`config.mk`:
```
export PLATFORM = sky130hd
export DESIGN_NAME = mole_game_ctrl
export DESIGN_NICKNAME = d
export VERILOG_FILES = /design/src/rtl/mole_game_ctrl.sv
export SDC_FILE = /design/constraint.sdc
export NUM_CORES = 1
export LEC_CHECK = 0
export ABC_CLOCK_PERIOD_IN_PS = 15600
export CAP_MARGIN = 10
export CORE_MARGIN = 1.5
export CORE_UTILIZATION = 61
export CTS_CLUSTER_SIZE = 12
export DETAILED_ROUTE_END_ITERATION = 7
export GPL_ROUTABILITY_DRIVEN = 0
export PLACE_DENSITY = 0.78
export SETUP_SLACK_MARGIN = 0.3
export SYNTH_ARGS = -nofsm -noshare
export SYNTH_HDL_FRONTEND = slang
export SYNTH_SLANG_ARGS = --single-unit
export TNS_END_PERCENT = 100
```
`constraint.sdc`:
```
create_clock -name clk -period 15.6 [get_ports clk]
set_input_delay 3.12 -clock clk [delete_from_list [all_inputs] [get_ports clk]]
set_output_delay 3.12 -clock clk [all_outputs]
set_load 0.02 [all_outputs]
```
`src/rtl/mole_game_ctrl.sv`:
```
// Whack-a-mole game controller: button conditioning, LFSR mole draw, scoring and game FSM.
// Optional `MOLE_MISS_PENALTY_EN`: a missed hit in PLAY decrements the score (saturating at 0).
module mole_game_ctrl #(
    parameter int unsigned MOLE_PERIOD     = 50_000_000,
    parameter int unsigned DEBOUNCE_CYCLES = 1_000_000,
    parameter logic [7:0]  LFSR_SEED       = 8'hA5,
    parameter int unsigned MAX_SCORE       = 15
) (
    input  logic       clk,
    input  logic       rst,
    input  logic       start_btn,
    input  logic       pause_btn,
    input  logic [4:0] hit_btn,
    input  logic       timer_done,
    output logic [2:0] oval_select,
    output logic [3:0] score,
    output logic       pause,
    output logic       enable,
    output logic       game_start
);

    localparam int unsigned NumBtn = 7;
    localparam int unsigned DbW    = (DEBOUNCE_CYCLES > 1) ? $clog2(DEBOUNCE_CYCLES) : 1;
    localparam int unsigned MoleW  = $clog2(MOLE_PERIOD);
    localparam logic [DbW-1:0]   DbLast   = DbW'(DEBOUNCE_CYCLES - 1);
    localparam logic [MoleW-1:0] MoleLast = MoleW'(MOLE_PERIOD - 1);
    localparam logic [3:0]       ScoreMax = 4'(MAX_SCORE);
    localparam logic [7:0]       SeedEff  = (LFSR_SEED == 8'h00) ? 8'h01 : LFSR_SEED;

    typedef enum logic [1:0] {StIdle, StPlay, StPause, StOver} state_e;

    state_e             state_q, state_d;
    logic [NumBtn-1:0]  sync1_q, sync2_q;
    logic [NumBtn-1:0]  db_lvl_q, db_lvl_d, db_prev_q;
    logic [DbW-1:0]     db_cnt_q [NumBtn];
    logic [DbW-1:0]     db_cnt_d [NumBtn];
    logic [7:0]         lfsr_q, lfsr_d;
    logic [MoleW-1:0]   mole_cnt_q, mole_cnt_d;
    logic [2:0]         oval_q, oval_d;
    logic [3:0]         score_q, score_d;
    logic               pause_q, pause_d;
    logic               enable_q, enable_d;
    logic               game_start_q, game_start_d;

    logic [NumBtn-1:0]  btn_rise;
    logic               start_edge, pause_edge, hit_edge, hit_ok, wrap;
    logic [4:0]         oval_mask;
    logic [2:0]         draw_raw, draw;

    // Bit 0 = start, bit 1 = pause, bits 6:2 = hit buttons.
    always_comb begin
        for (int i = 0; i < NumBtn; i++) begin
            db_lvl_d[i] = db_lvl_q[i];
            db_cnt_d[i] = '0;
            if (sync2_q[i] != db_lvl_q[i]) begin
                if (db_cnt_q[i] == DbLast) begin
                    db_lvl_d[i] = sync2_q[i];
                end else begin
                    db_cnt_d[i] = db_cnt_q[i] + 1'b1;
                end
            end
        end
    end

    assign btn_rise   = db_lvl_q & ~db_prev_q;
    assign start_edge = btn_rise[0];
    assign pause_edge = btn_rise[1];
    assign hit_edge   = |btn_rise[6:2];

    assign lfsr_d    = {lfsr_q[6:0], lfsr_q[7] ^ lfsr_q[5] ^ lfsr_q[4] ^ lfsr_q[3]};
    assign draw_raw  = 3'(lfsr_q % 8'd5) + 3'd1;
    // Re-draw by rotating 1..5 so the same oval never appears twice in a row.
    assign draw      = (draw_raw != oval_q) ? draw_raw :
                       (draw_raw == 3'd5)   ? 3'd1 : draw_raw + 3'd1;

    assign oval_mask = (oval_q == 3'd0) ? 5'd0 : 5'(5'b00001 << (oval_q - 3'd1));
    assign hit_ok    = hit_edge && (oval_mask != 5'd0) && (db_lvl_q[6:2] == oval_mask);
    assign wrap      = (mole_cnt_q == MoleLast);

    always_comb begin
        state_d      = state_q;
        oval_d       = oval_q;
        score_d      = score_q;
        mole_cnt_d   = mole_cnt_q;
        game_start_d = 1'b0;
        unique case (state_q)
            StIdle, StOver: begin
                if (start_edge) begin
                    state_d      = StPlay;
                    score_d      = 4'd0;
                    game_start_d = 1'b1;
                    oval_d       = draw;
                    mole_cnt_d   = '0;
                end
            end
            StPlay: begin
                if (timer_done) begin
                    state_d = StOver;
                    oval_d  = 3'd0;
                end else begin
                    mole_cnt_d = wrap ? '0 : mole_cnt_q + 1'b1;
                    if (hit_ok) begin
                        score_d = (score_q >= ScoreMax) ? ScoreMax : score_q + 4'd1;
                        oval_d  = 3'd0;
                    end
`ifdef MOLE_MISS_PENALTY_EN
                    else if (hit_edge && score_q != 4'd0) begin
                        score_d = score_q - 4'd1;
                    end
`endif
                    if (wrap) begin
                        oval_d = draw;
                    end
                    if (pause_edge) begin
                        state_d = StPause;
                    end
                end
            end
            StPause: begin
                if (timer_done) begin
                    state_d = StOver;
                    oval_d  = 3'd0;
                end else if (pause_edge) begin
                    state_d = StPlay;
                end
            end
            default: state_d = StIdle;
        endcase
        pause_d  = (state_d == StPause);
        enable_d = (state_d == StPlay) || (state_d == StPause);
    end

    always_ff @(posedge clk or posedge rst) begin
        if (rst) begin
            state_q      <= StIdle;
            sync1_q      <= '0;
            sync2_q      <= '0;
            db_lvl_q     <= '0;
            db_prev_q    <= '0;
            db_cnt_q     <= '{default: '0};
            lfsr_q       <= SeedEff;
            mole_cnt_q   <= '0;
            oval_q       <= 3'd0;
            score_q      <= 4'd0;
            pause_q      <= 1'b0;
            enable_q     <= 1'b0;
            game_start_q <= 1'b0;
        end else begin
            state_q      <= state_d;
            sync1_q      <= {hit_btn, pause_btn, start_btn};
            sync2_q      <= sync1_q;
            db_lvl_q     <= db_lvl_d;
            db_prev_q    <= db_lvl_q;
            db_cnt_q     <= db_cnt_d;
            lfsr_q       <= lfsr_d;
            mole_cnt_q   <= mole_cnt_d;
            oval_q       <= oval_d;
            score_q      <= score_d;
            pause_q      <= pause_d;
            enable_q     <= enable_d;
            game_start_q <= game_start_d;
        end
    end

    assign oval_select = oval_q;
    assign score       = score_q;
    assign pause       = pause_q;
    assign enable      = enable_q;
    assign game_start  = game_start_q;

endmodule

```
After elaboration in Yosys (flattened, before gate mapping) --
Index checks and enable logic that the tools add are counted.
Operators by class: eq/ne operators 28, multiply operators 0, div/mod/pow operators 1, reductions and logical operators 19, $lt $le $gt $ge 1, muxes and demuxes 40, add/subtract/negate cells 12, bitwise logic cells 5, shift-type cells 1
Operator list (number):
- 2-to-1 mux 20 bit | 14
- adder 20 x 1 -> 20 bit, second input constant | 7
- equality test 20 bit, second input constant | 7
- 2-to-1 mux 26 bit | 3
- case mux 26 bit (2 select lines) | 1
- adder 26 x 1 -> 26 bit, second input constant | 1
- equality test 26 bit, second input constant | 1
- 2-to-1 mux 3 bit | 7
- 2-to-1 mux 4 bit | 4
- AND reduction 2 bit | 7
- 2-to-1 mux 2 bit | 5
- case mux 3 bit (3 select lines) | 1
- remainder unit 8 x 3 -> 8 bit, second input constant | 1
- inequality test 2 bit, second input constant | 4
- case mux 4 bit (2 select lines) | 1
- bitwise AND 7 bit | 1
- inequality test 1 bit | 7
- inverter 7 bit | 1
- adder 3 x 1 -> 3 bit, second input constant | 2
- equality test 2 bit, second input constant | 3
- case mux 2 bit (3 select lines) | 1
- AND reduction 3 bit | 2
- equality test 5 bit | 1
- 2-to-1 mux 5 bit | 1
- other kinds (19) | 24
Storage, ports and cells: RAM bits 0, memories kept 0, ROM bits 0, register bits 214, latch bits 0

Logic depth before layout (Yosys ltp) --
Gate-level depths: netlist of run 1.
depth in word-level cells 10, mapped depth 22

Least setup slack after synthesis of run 1 --
Ideal clock, no wire load.
path kind register -> register, start point register lfsr_q[5], end point register oval_q[0] (netlist: oval_select[0]), path slack 10.949 ns, setup time 0.104 ns, clock period less this slack 4.651 ns, arrival 4.548 ns, cell stages (with the launch flop) 21, path through dfstp_2 buf_6 nor4b_2 nand2_1 a32oi_2 nor2_2 ha_1 or3_1 a221oi_1 xnor2_1 ha_1 nand2b_1 a21boi_2 mux2_2 inv_1 ha_1 or4_4 a31oi_1 nor2b_1 a311o_1 o311ai_1
On the way: longest elaborated chain between the ends 8
Ends and longest elaborated chain:
- from (decl) | RTL line 37 | logic [7:0] lfsr_q, lfsr_d;
- from (signal assigned) | RTL line 155 | lfsr_q <= lfsr_d;
- remainder unit 8 x 3 -> 8 bit (*) | RTL line 71 | assign draw_raw = 3'(lfsr_q % 8'd5) + 3'd1;
- adder 3 x 1 -> 3 bit (*) | RTL line 71
- adder 3 x 1 -> 3 bit / equality test 3 bit (equally long branches) | RTL line 74 | (draw_raw == 3'd5) ? 3'd1 : draw_raw + 3'd1;
- 2-to-1 mux 3 bit | RTL line 74
- 2-to-1 mux 3 bit (*) | RTL line 73 | assign draw = (draw_raw != oval_q) ? draw_raw :
- 2-to-1 mux 3 bit | RTL line 111 | if (wrap) begin
- 2-to-1 mux 3 bit | RTL line 97 | if (timer_done) begin
- case mux 3 bit (3 select lines) (*) | RTL line 86 | unique case (state_q)
- to (signal assigned) | RTL line 157 | oval_q <= oval_d;
- to (decl) | RTL line 39 | logic [2:0] oval_q, oval_d;
Mark *: on every way between the ends. The rest lies on a longest branch, timed or not. The select of a mux whose other input is x is not followed. A chain may end at the register's enable or synchronous reset.

Worst setup path in the final report of run 1 --
start point register lfsr_q[3], end point register oval_q[0] (netlist: oval_select[0])
The elaborated chain is that of the path after synthesis.

==> metrics.cfg, run 1 <==
[grt]
grt_pass1_vias = 7305
use_met2_pct = 36.6
grt_start_max_net_pins = 130
grt-ovfl-total = 0
gr-usage-all-layers_pct = 22.2
antenna_found_initial = 0
use_met3_pct = 3.34
grt_pass1_wl_um = 33400
grt-busiest-layer = met2
use_met1_pct = 31.0

[finish]
finalNetCount = 1126
n_antenna_cell = 0
drive_gt1_share_pct = 6.40
finalCoreUtilization_pct = 68.0
syn_to_final_growth_pct = 9.83

[place]
place_ws_ns = 10.19
port-buffer-count = 19
place_hpwl_um = 12800

[synthesis]
async_flop_share_pct = 100
yosysTopAreaCell = dfrtp_1
synth_edf_count = 0
synth_ff_type = dfrtp_1
ys_ff_latch = 214
seq_area_frac_synth_pct = 50.5
synthCells = 1079
synth.area.top_cells = dfrtp_1 (50%), nor2_1 (5.9%), xor2_1 (5.8%)
synth_nets = 1107
avgSynthCellArea_um2 = 9.83
synth.distinct_cells = 71
yosysTopAreaCellShare_pct = 49.6
syn_area_mm2 = 0.0106
ys_warn_count = 0

[die]
start_util_pct = 62.0
dieWidth_um = 135
core_area_mm2 = 0.0171
boundaryPins = 20
rows = 48
die_area_mm2 = 0.0182
die_y_um = 135

[setup_path]
startpoint = lfsr_q[3]
critical_path_class = register to register
critPathRequiredTime_ns = 15.99
end_kind = register
worstPathCellList = nor4bb_1, a311oi_2, a32oi_2, nor2_2, ha_1, or3_1, a221oi_1, xnor2_1, ha_1, nand2b_1, a21boi_2, mux2_2, inv_1, ha_1, or4_4, a31oi_1, nor2b_1, a311o_1, o311ai_1
r2r-start = lfsr_q[3]
crit_path_frequent_cell = ha_1
critPathLaunchType = register
arrival_ns = 5.66
critPathMaxStageDelay_ns = 0.69
path_max_fanout = 17
ff2ff_path_depth = 19
slowest_stage = dfrtp_1

[clocking]
cts_tree = built
h-tree-depth = 1
clock_path_buffers = 3
cts-hold-fix-buffers = 0
cts_root_buffer = clkbuf_16
cts_setup_buffers = 0
clk_latency_ns = 0.51
ctsResizeCount = 0
numCtsBuffers = 23
cts.clk_slew.worst_paths_ns = 0.06
clock-sinks = 214

[detailed_routing]
drtIter0Drc = 463
wirelength_um = 19500
viasPerCell = 5.75
dr.pass1.iters = 4
drc = 0
vias = 7673
wl_per_cell_um = 14.6
ant_nets = 0

[timing]
setup_ws_ns = 10.33
relSlewSlack_pct = 31.3
skew_ns = 0.0159
grt_setup_unrepaired = no
slew_violations = 0
hold_viol_final = 0
post-route-period-util_pct = 33.8
setup_tns_ns = 0
finalSetupViolCount = 0
whs_ns = 0.351
period_minus_slack_ns = 5.27
clock.fmax_ghz = 0.190
worstMarginPinSlew_ns = 1.03

[status]
outcome = complete, no violations

[run]
maxCapViolCount = 0

[pwr]
powerDensity_mw_per_mm2 = 94.4
vdd_drop_max_mv = 0.0844
p_leak_nw = 5.10

[worst_hold_path]
hold_path_class = register to register
holdPathStages = 0
hold_path.startpoint = sync1_q[3]

[power breakdown]
| group | switching [W] | internal [W] |
|---|---|---|
| combinational | 0.0000198 | 0.00000743 |
| clock | 0.000211 | 0.000295 |
| sequential | 0.00000506 | 0.000562 |
[cells in the final DEF, fill, tap and decap left out, types with 24 or more instances in the layout]
master   netlist  final
a21oi_1       41     41
and3_1        48     48
dfrtp_1      210    210
inv_1         28     27
nand2_1       89     89
nand3_1       63     63
nand4_1       24     24
nor2_1       166    166
o21ai_0       52     52
or3_1         27     27
xnor2_1       60     60
xor2_1        70     70
[synthesized netlist by cell type, drive strengths merged (2+ instances only)]
library cell / instances
nor3b: 6
nor4bb: 6
nand3b: 5
nand3: 63
nand4: 24
a221oi: 2
or3: 27
nand2b: 9
and3: 48
and4: 9
a21oi: 42
dfrtp: 210
and4bb: 2
a21o: 3
nor4: 8
dfstp: 4
nor2: 167
o31ai: 6
and3b: 2
a31o: 2
nor4b: 9
nand2: 89
inv: 28
a31oi: 7
a311oi: 2
nor2b: 6
xor2: 70
clkbuf: 18
nor3: 5
nand4b: 3
a211oi: 3
o22ai: 4
xnor2: 61
and4b: 3
o21ai: 57
mux2i: 2
o2111ai: 2
ha: 18
mux2: 10
buf: 9
and2: 9
or2: 5
[metal layers]
metal,routed length (um),up-vias
met5,0,-
met4,375,0
met3,638,34
met2,9100,114
met1,9380,3745
li1,-,3780
[final cells by class]
type                            instances  area (um^2)
Tap cell                              225          282
Clock inverter                          7         63.8
Inverter                               28          113
Timing Repair Buffer                   21          205
Multi-Input combinational cell        810         5000
Sequential cell                       214         5360
Fill cell                            1330         5470
Clock buffer                           30          622
[state kept, by name, summed over array words and instances (netlist names)]
name and cells:
score 4, db_prev_q 7, sync2_q 7, db_cnt_q 140
mole_cnt_q 26, db_lvl_q 7, oval_select 3, lfsr_q 8
enable 1, state_q 2, sync1_q 7, pause 1
game_start 1
[stage by stage]
stage	total power (W)	cell area (um^2)	instances
6_report	0.00110	11600	1335
3_3_place_gp	0.000604	11000	1298
5_1_grt	0.00114	11600	1335
4_1_cts	0.00111	11600	1335
3_5_place_dp	0.000605	11000	1298
2_1_floorplan	0.000596	10600	1079
[path summary, 6_finish.rpt]
path,to,slack [ns]
min,sync2_q[3],0.35
max in group asynchronous,db_cnt_q[107],10.92
min in group asynchronous,db_cnt_q[80],3.14
max reg2reg,oval_select[0],10.33
max,oval_select[0],10.33
min reg2reg,sync2_q[3],0.35
[worst max-delay path: cells and delay by family (launching register included)]
| family | cells | cell delay [ns] |
|---|---|---|
| simple gates | 6 | 1.63 |
| compound gates | 7 | 1.54 |
| fa+ha+maj | 3 | 0.75 |
| flops | 1 | 0.69 |
| xor+xnor | 1 | 0.24 |
| mux | 1 | 0.24 |
| buf+inv | 1 | 0.06 |
[logic make-up (layout without fill, tap and decap cells)]
group	after synthesis	count (layout)	synth area share (%)
AND/OR/NAND/NOR	509	509	24.6
XOR/XNOR	132	132	11.1
multiplexers	12	12	1.29
buffers and inverters	55	86	2.29
flip-flops	214	214	50.5
adder cells (fa/ha/maj)	18	18	2.12
AO/OA/AOI/OAI	139	139	8.09
Note: power is estimated with default switching activity, not from simulation.
==> run 2, diff against run 1 <==
- ABC_CLOCK_PERIOD_IN_PS: 15600 -> 4780
- CORE_UTILIZATION: 61 -> 57
- PLACE_DENSITY: 0.78 -> 0.77
- clock period: 15.6 -> 4.78 ns (I/O delays scaled with it)
==> run 2 against run 1 <==
  * Cell count rose by 2.5%
  * Clock skew fell by 0.0027 ns
  * Power rose to 3.5 times the previous value
==> metrics.cfg, run 2 (synthesized netlist as in run 1, its figures left out) <==
[detailed_routing]
top_layer = met4
wl_met3_um = 631
ant_nets = 0
wirelength_um = 19900
m1WireLength_um = 9230
dr.pass1.iters = 5
wl_per_cell_um = 14.6
route.met2.wl_um = 9630
viasPerCell = 5.74
drtIter0Drc = 519
vias = 7860
drc = 0

[setup_path]
end_kind = register
critPathRequiredTime_ns = 5.18
critPathLaunchType = register
path_max_fanout = 7
arrival_ns = 5.04
critical_path_class = register to register

[finish]
drive_gt1_share_pct = 10.4
layout_commonest_cell = dfrtp_1
finalNetCount = 1152
largest_register = db_cnt_q
finalCoreUtilization_pct = 67.2
n_antenna_cell = 0
largest_reg_flops = 140
fin_area_mm2 = 0.0122
final_cell_mix = dfrtp_1 (209), nor2_1 (166), nand2_1 (89), xor2_1 (70), nand3_1 (62)
top_regs = db_cnt_q x140, mole_cnt_q x26, lfsr_q x8
syn_to_final_growth_pct = 14.6

[timing]
hold_viol_final = 0
worstMarginPinSlew_ns = 0.913
relSlewSlack_pct = 39.0
finalSetupViolCount = 0
grt_setup_unrepaired = yes
post-route-period-util_pct = 96.9
slew_violations = 0
skew_ns = 0.0131
period_minus_slack_ns = 4.63
clock.fmax_ghz = 0.216

[die]
boundaryPins = 20
core_area_mm2 = 0.0181
die_y_um = 139
rows = 49
start_util_pct = 58.6
die_area_mm2 = 0.0194
dieWidth_um = 139

[grt]
grt_start_max_net_pins = 99
grt-ovfl-total = 0
grt_pass1_wl_um = 34900
grt_pass1_vias = 7681
gr-usage-all-layers_pct = 20.9
antenna_found_initial = 0

[clocking]
clock-sinks = 214
cts-hold-fix-buffers = 0
cts_root_buffer = clkbuf_16
clk_latency_ns = 0.51
clock_path_buffers = 3
cts.clk_slew.worst_paths_ns = 0.06
cts_tree = built
h-tree-depth = 1
numCtsBuffers = 24

[pwr]
p_leak_nw = 5.31
finalPower_w = 0.00381
powerDensity_mw_per_mm2 = 313
vdd_drop_max_mv = 0.326

[place]
place_hpwl_um = 12500
placed_area_mm2 = 0.0111
port-buffer-count = 19

[run]
maxCapViolCount = 0

[status]
outcome = complete, no violations

[worst_hold_path]
hold_path_class = register to register

==> run 2: worst paths after layout <==
check	cells after the start	slack [ns]	startpoint	to
worst max-delay path	19	0.15	lfsr_q[2]	oval_select[0]
worst min register to register	0	0.35	sync1_q[3]	sync2_q[3]
worst max register to register	19	0.15	lfsr_q[2]	oval_select[0]
max in group asynchronous	3	2.80	rst	lfsr_q[3]
min in group asynchronous	2	1.00	rst	db_cnt_q[50]
worst min-delay path	0	0.35	sync1_q[3]	sync2_q[3]
==> run 2: critical path, cell delays in order, from the launching register on <==
cell	delay, ns
dfstp_2	0.61
nand2b_1	0.11
or2_0	0.24
a32oi_2	0.30
nor2_4	0.07
ha_4	0.17
or3_4	0.33
a221oi_4	0.30
xnor2_2	0.17
ha_2	0.22
nand2b_1	0.07
a21boi_2	0.19
buf_4	0.18
xnor2_4	0.09
ha_4	0.18
or4_4	0.57
a31oi_4	0.20
nor2b_2	0.07
a311o_1	0.38
o311ai_2	0.09
==> run 2: report_power, final <==
part / switching, W / total (W) / internal, W
clock: 0.000704 / 0.00187 / 0.00116
combinational: 0.0000655 / 0.0000928 / 0.0000273
sequential: 0.0000172 / 0.00185 / 0.00183
==> run 2: area by class of cell <==
| class | instances | area (um^2) |
|---|---|---|
| Clock buffer | 36 | 737 |
| Tap cell | 229 | 287 |
| Sequential cell | 214 | 5360 |
| Timing Repair Buffer | 46 | 425 |
| Clock inverter | 6 | 80.1 |
| Multi-Input combinational cell | 810 | 5150 |
| Inverter | 28 | 109 |
| Fill cell | 1323 | 5930 |
==> run 2: routing by layer <==
layer	global-route usage, %	vias up
li1	-	3845
met4	5.26	0
met3	3.10	32
met5	0	-
met1	29.0	3849
met2	34.7	134
==> run 2: through the flow <==
| stage | hold slack [ns] | worst slack [ns] | TNS [ns] | instances |
|---|---|---|---|---|
| after global placement | 0.333 | 0.153 | 0 | 1310 |
| after floorplan | 0.331 | 0.276 | 0 | 1079 |
| after global routing | 0.356 | -0.0417 | -0.0417 | 1369 |
| after detailed placement | 0.337 | 0.0375 | 0 | 1310 |
| final | 0.347 | 0.147 | 0 | 1369 |
| after CTS | 0.348 | 0.241 | 0 | 1364 |
==> run 2: timing repair <==
item	in CTS	in global routing
pin swaps	7	11
gates resized for setup	5	12
cloned	0	0
setup buffers	12	5
endpoints found under the setup margin	3	3
